`src/rtl/proc_pkg.sv`:
```
// Shared definitions for the 16-bit processor core: opcodes, instruction layout
// and the fetch sequencer state type.
package proc_pkg;

    localparam logic [2:0] OP_MV   = 3'b000;
    localparam logic [2:0] OP_MVT  = 3'b001;
    localparam logic [2:0] OP_ADD  = 3'b010;
    localparam logic [2:0] OP_SUB  = 3'b011;
    localparam logic [2:0] OP_HALT = 3'b111;

    // Field positions: opcode [15:13], imm [12], rX [11:9], rY [2:0].
    typedef struct packed {
        logic [2:0] opcode;
        logic       imm;
        logic [2:0] rx;
        logic [5:0] mid;
        logic [2:0] ry;
    } instr_t;

    typedef enum logic [2:0] {
        ST_IDLE,
        ST_RD,
        ST_LATCH,
        ST_ISSUE,
        ST_WAIT,
        ST_PAUSE,
        ST_HALT,
        ST_ERR
    } fetch_state_t;

    function automatic logic is_halt(input instr_t word);
        return word.opcode == OP_HALT;
    endfunction

    // Number of core steps an opcode takes; mv/mvt are two-step, add/sub four-step.
    function automatic int unsigned op_steps(input logic [2:0] opcode);
        case (opcode)
            OP_MV, OP_MVT:  return 2;
            OP_ADD, OP_SUB: return 4;
            default:        return 0;
        endcase
    endfunction

endpackage

```
`src/rtl/fetch_watchdog.sv`:
```
// Done watchdog for the fetch sequencer: counts cycles since the Run pulse and
// flags expiry on the cycle whose increment would reach TIMEOUT.
module fetch_watchdog #(
    parameter int TIMEOUT = 15
) (
    input  logic Clock,
    input  logic Resetn,
    input  logic clr,
    input  logic en,
    output logic expire
);

    localparam int CNT_W = $clog2(TIMEOUT + 1);

    logic [CNT_W-1:0] count_q;

    // NOTE: state registers use non-blocking assignments so every flop samples
    // pre-edge values regardless of process evaluation order.
    always_ff @(posedge Clock or negedge Resetn) begin
        if (!Resetn) begin
            count_q <= '0;
        end else if (clr) begin
            // The Run cycle itself counts as the first elapsed cycle.
            count_q <= CNT_W'(1);
        end else if (en && count_q != CNT_W'(TIMEOUT)) begin
            count_q <= count_q + CNT_W'(1);
        end
    end

    assign expire = en && (count_q == CNT_W'(TIMEOUT - 1));

endmodule

```
`src/rtl/fetch_sequencer.sv`:
```
// Instruction fetch/issue controller between the program ROM and the core's DIN/Run/Done.
// Define FETCH_PERF_EN to add the 32-bit Retired instruction counter output.
module fetch_sequencer
    import proc_pkg::*;
#(
    parameter int ADDR_W  = 8,
    parameter int TIMEOUT = 15
) (
    input  logic              Clock,
    input  logic              Resetn,
    input  logic              Start,
    input  logic [ADDR_W-1:0] Start_addr,
    input  logic              Step_mode,
    input  logic              Step,
    output logic              Mem_rd,
    output logic [ADDR_W-1:0] Mem_addr,
    input  logic [15:0]       Mem_rdata,
    output logic [15:0]       DIN,
    output logic              Run,
    input  logic              Done,
    output logic              Busy,
    output logic              Halted,
    output logic              Err,
    output logic [ADDR_W-1:0] PC
`ifdef FETCH_PERF_EN
    ,
    output logic [31:0]       Retired
`endif
);

    fetch_state_t      state_q, state_d;
    logic [ADDR_W-1:0] pc_q;
    logic [15:0]       ir_buf_q;

    logic accept_start;
    logic retire;
    logic wd_clr;
    logic wd_en;
    logic wd_expire;

    fetch_watchdog #(
        .TIMEOUT (TIMEOUT)
    ) u_watchdog (
        .Clock  (Clock),
        .Resetn (Resetn),
        .clr    (wd_clr),
        .en     (wd_en),
        .expire (wd_expire)
    );

    // NOTE: every signal driven here gets a default first, so no path through
    // the case leaves a value unassigned and no latch is inferred.
    always_comb begin
        state_d      = state_q;
        accept_start = 1'b0;
        retire       = 1'b0;
        wd_clr       = 1'b0;
        wd_en        = 1'b0;

        case (state_q)
            ST_IDLE, ST_HALT, ST_ERR: begin
                if (Start) begin
                    accept_start = 1'b1;
                    state_d      = ST_RD;
                end
            end
            ST_RD: begin
                state_d = ST_LATCH;
            end
            ST_LATCH: begin
                state_d = is_halt(Mem_rdata) ? ST_HALT : ST_ISSUE;
            end
            ST_ISSUE: begin
                wd_clr  = 1'b1;
                state_d = ST_WAIT;
            end
            ST_WAIT: begin
                wd_en = 1'b1;
                // Done takes priority over a watchdog expiry in the same cycle.
                if (Done) begin
                    retire  = 1'b1;
                    state_d = Step_mode ? ST_PAUSE : ST_RD;
                end else if (wd_expire) begin
                    state_d = ST_ERR;
                end
            end
            ST_PAUSE: begin
                if (Step || !Step_mode) begin
                    state_d = ST_RD;
                end
            end
            default: begin
                state_d = ST_IDLE;
            end
        endcase
    end

    always_ff @(posedge Clock or negedge Resetn) begin
        if (!Resetn) begin
            state_q <= ST_IDLE;
        end else begin
            state_q <= state_d;
        end
    end

    always_ff @(posedge Clock or negedge Resetn) begin
        if (!Resetn) begin
            pc_q <= '0;
        end else if (accept_start) begin
            pc_q <= Start_addr;
        end else if (retire) begin
            pc_q <= pc_q + ADDR_W'(1);
        end
    end

    // The halt word is latched too; it simply never reaches the core as a Run.
    always_ff @(posedge Clock or negedge Resetn) begin
        if (!Resetn) begin
            ir_buf_q <= '0;
        end else if (state_q == ST_LATCH) begin
            ir_buf_q <= Mem_rdata;
        end
    end

    assign Mem_rd   = (state_q == ST_RD);
    assign Run      = (state_q == ST_ISSUE);
    assign Busy     = (state_q == ST_RD) || (state_q == ST_LATCH) ||
                      (state_q == ST_ISSUE) || (state_q == ST_WAIT);
    assign Halted   = (state_q == ST_HALT);
    assign Err      = (state_q == ST_ERR);
    assign Mem_addr = pc_q;
    assign PC       = pc_q;
    assign DIN      = ir_buf_q;

`ifdef FETCH_PERF_EN
    logic [31:0] retired_q;

    always_ff @(posedge Clock or negedge Resetn) begin
        if (!Resetn) begin
            retired_q <= '0;
        end else if (accept_start) begin
            retired_q <= '0;
        end else if (retire && retired_q != '1) begin
            retired_q <= retired_q + 32'd1;
        end
    end

    assign Retired = retired_q;
`endif

endmodule

```
`config.mk`:
```
export PLATFORM = sky130hd
export DESIGN_NAME = fetch_sequencer
export DESIGN_NICKNAME = d
export VERILOG_FILES = /design/src/rtl/proc_pkg.sv /design/src/rtl/fetch_watchdog.sv /design/src/rtl/fetch_sequencer.sv
export SDC_FILE = /design/constraint.sdc
export NUM_CORES = 1
export LEC_CHECK = 0
export CAP_MARGIN = 40
export CORE_MARGIN = 2
export CORE_UTILIZATION = 26
export CTS_BUF_LIST = sky130_fd_sc_hd__clkbuf_4
export CTS_CLUSTER_SIZE = 25
export DETAILED_ROUTE_END_ITERATION = 6
export DONT_BUFFER_PORTS = 1
export GPL_TIMING_DRIVEN = 1
export PLACE_DENSITY = 0.47
export SLEW_MARGIN = 20
export SYNTH_ARGS = -nofsm -noshare
export SYNTH_HDL_FRONTEND = slang
export SYNTH_SLANG_ARGS = --single-unit
```
`constraint.sdc`:
```
create_clock -name Clock -period 2.8 [get_ports Clock]
set_input_delay 0.56 -clock Clock [delete_from_list [all_inputs] [get_ports Clock]]
set_output_delay 0.56 -clock Clock [all_outputs]
set_load 0.005 [all_outputs]
```
==> metrics.yaml <==
power:
  p_leak_nw: 0.682
  p_per_area_mw_per_mm2: 1090
  p_int_mw: 1.08
  p_sw_mw: 0.735
  combPwrFrac: 0.348
  design_power_total_mw: 1.82
  ir_drop_mv: 0.267
  p_clk_frac: 0.130
  p_seq_frac: 0.522
  switching_share: 0.404
detailed_routing:
  dr.pass1.iters: 4
  avgViaCountPerCell: 4.91
  ant_nets: 0
  wl_per_cell_um: 15.1
  drtIter0Drc: 56
  dr_total_vias: 1095
  drc_errors: 0
  routed_wirelength_um: 3370
synth:
  synth_cell_types: 38
  synthSimpleGateAreaFrac: 0.158
  synth_top_family_by_area: "simple AND/OR/NAND/NOR gates"
  synthMuxAreaShare: 0.111
  synth.avg_cell_area_um2: 10.5
  synth_xor_area_frac: 0.0432
  synth_compound_area_frac: 0.103
  syn-num-nets: 187
  synthArstFlopShare: 1.00
  synth-seq-area-share: 0.479
  ys_seq_elements: 31
  ys.flop_type: "dfrtp_1"
  syn-cell-area_mm2: 0.00162
  ys_warn_count: 0
  syn_inst: 154
  synth_fa_ha_area_frac: 0.0232
  synth-edff-count: 0
clocking:
  cts_buffers: 5
  post_cts_resized: 0
  cts_tree: "done"
  worstSkewPairLatency_ps: 320
  cts-root-buf: "clkbuf_4"
  cts_buffer_depth: 2
  clk_pin_slew_ps: 100
  clkSinkCount: 31
  cts_max_level: 2
timing:
  rsz0062_at_grt: "false"
  layout_setup_ws_ps: 631
  worst_slew_pin_slew_ps: 504
  finalCritPeriodShare: 0.775
  max_slew_margin: 0.662
  slew_violations: 0
  fin_crit_ps: 2170
  fin_skew_ps: 4.47
  setup-violations-final: 0
  setup_tns_ps: 0
  timing_hold_violations_final: 0
  max_freq_ghz: 0.461
worst_setup_path:
  slowest_delay_ps: 600
  start_kind: "register"
  critPathArrivalTime_ps: 1610
  crit_chain: "inv_1, nor3_1"
  crit_required_ps: 2240
  worstPathMaxFanout: 12
  regToRegSetupSlack_ps: 1010
  critPathKind: "reg2out"
  crit_slowest_cell: "dfrtp_1"
  cp-end-kind: "output port"
final_layout:
  design_area_mm2: 0.00168
  fin_nets: 181
  synthToLayoutAreaGrowth_pct: 3.40
  antenna_cells: 0
  post-route-util: 0.281
  drive_above_1_share: 0.196
place:
  placed_cell_area_mm2: 0.00161
  pre_cts_slack_ps: 942
  place.gp.congestion: 0.790
  port_buffers: 0
  dpl.hpwl_um: 2460
status:
  status: "finished clean"
global_route:
  grt_antenna_before_repair: 0
  grt_max_degree: 32
  grt-ovfl-total: 0
  track_usage: 0.104
  grt_pass1_vias: 1159
  grt_pass1_wl_um: 5750
floorplanning:
  placement_rows: 28
  die_w_um: 82.9
  dieHeight_um: 82.9
  initial_core_util: 0.272
  ios: 67
  dieArea_mm2: 0.00688
  coreArea_mm2: 0.00596
hold_path:
  hold_class: "in2async"
flow_run:
  maxCapViolCount: 0
[Yosys cell counts (2+ instances only)]
cell	number	area share
a21oi_1	11	0.034
dfrtp_1	31	0.48
xnor2_1	6	0.032
ha_1	3	0.023
buf_6	2	0.014
nand2b_1	2	0.0077
a31oi_1	2	0.0077
xor2_1	2	0.011
nand3_1	8	0.025
inv_1	8	0.019
buf_4	9	0.042
nor2_1	14	0.032
mux2_2	16	0.11
buf_2	3	0.0093
nand2_1	9	0.021
nor3_1	6	0.019
[through the flow]
step	std cells	hold slack (ps)
6_report	223	58.7
5_1_grt	223	34.3
4_1_cts	223	43.3
3_5_place_dp	215	265
3_3_place_gp	215	265
2_1_floorplan	154	264
[flip-flops by register name, indices dropped and copies added (netlist names)]
name,cells
u_watchdog.count_q,4
DIN,16
state_q,3
Mem_addr,8
[power by group through the flow]
stage / Sequential [mW] / Clock (mW) / Combinational, mW
5_1_grt: 1.00 / 0.273 / 0.717
4_1_cts: 0.959 / 0.254 / 0.646
2_1_floorplan: 0.839 / 0 / 0.705
6_report: 0.950 / 0.236 / 0.632
3_3_place_gp: 0.961 / 0 / 0.602
3_5_place_dp: 0.964 / 0 / 0.632
[path summary, 6_finish.rpt]
path | cells after the start | start | end
max | 2 | state_q[0]$_DFFE_PN0P_ | Run
min | 1 | Resetn | Mem_addr[2]$_DFFE_PN0P_
max reg2reg | 3 | state_q[2]$_DFFE_PN0P_ | DIN[0]$_DFFE_PN0N_
min reg2reg | 1 | DIN[4]$_DFFE_PN0N_ | DIN[4]$_DFFE_PN0N_
max in group asynchronous | 1 | Resetn | DIN[4]$_DFFE_PN0N_
min in group Clock | 1 | Mem_rdata[10] | DIN[10]$_DFFE_PN0N_
[metal layers]
metal / share of wire / up-vias / GRT usage
li1: - / 514 / -
met1: 0.42 / 529 / 0.117
met2: 0.49 / 50 / 0.172
met3: 0.085 / 2 / 0.0427
met4: 0.012 / 0 / 0.0447
met5: 0 / - / 0
[kinds of logic after synthesis]
logic type / count (synthesis)
AO/OA/AOI/OAI: 25
AND/OR/NAND/NOR: 49
flip-flops: 31
multiplexers: 16
buffers and inverters: 22
XOR/XNOR: 8
adder cells (fa/ha/maj): 3
[cell type report]
| cell class | count | area, um^2 |
|---|---|---|
| Fill cell | 642 | 4280 |
| Sequential cell | 31 | 776 |
| Multi-Input combinational cell | 101 | 709 |
| Tap cell | 75 | 93.8 |
| Clock buffer | 5 | 37.5 |
| Inverter | 8 | 30.0 |
| Timing Repair Buffer | 1 | 20.0 |
| Clock inverter | 2 | 8.76 |
[placed cells by master (no fill, tap or decap), types with 2 or more instances in the layout]
master    count
dfrtp_1      31
xor2_1        2
ha_1          3
nand2b_1      2
nor2_1       14
nand2_1       9
inv_1         8
a21oi_1      11
nand3_1       8
xnor2_1       6
clkbuf_4      5
a31oi_1       2
mux2_2       16
nor3_1        6
[critical path, delay by kind of cell, from the launching register on]
kind | cells | cell delay (ps)
flip-flops | 1 | 600
buffers and inverters | 1 | 200
AND/OR/NAND/NOR | 1 | 490
[timing repair]
item	in CTS	in global routing
setup buffers	0	0
hold buffers	1	0
hold endpoints to repair	31	0
Power figures use the tool's default switching activity.
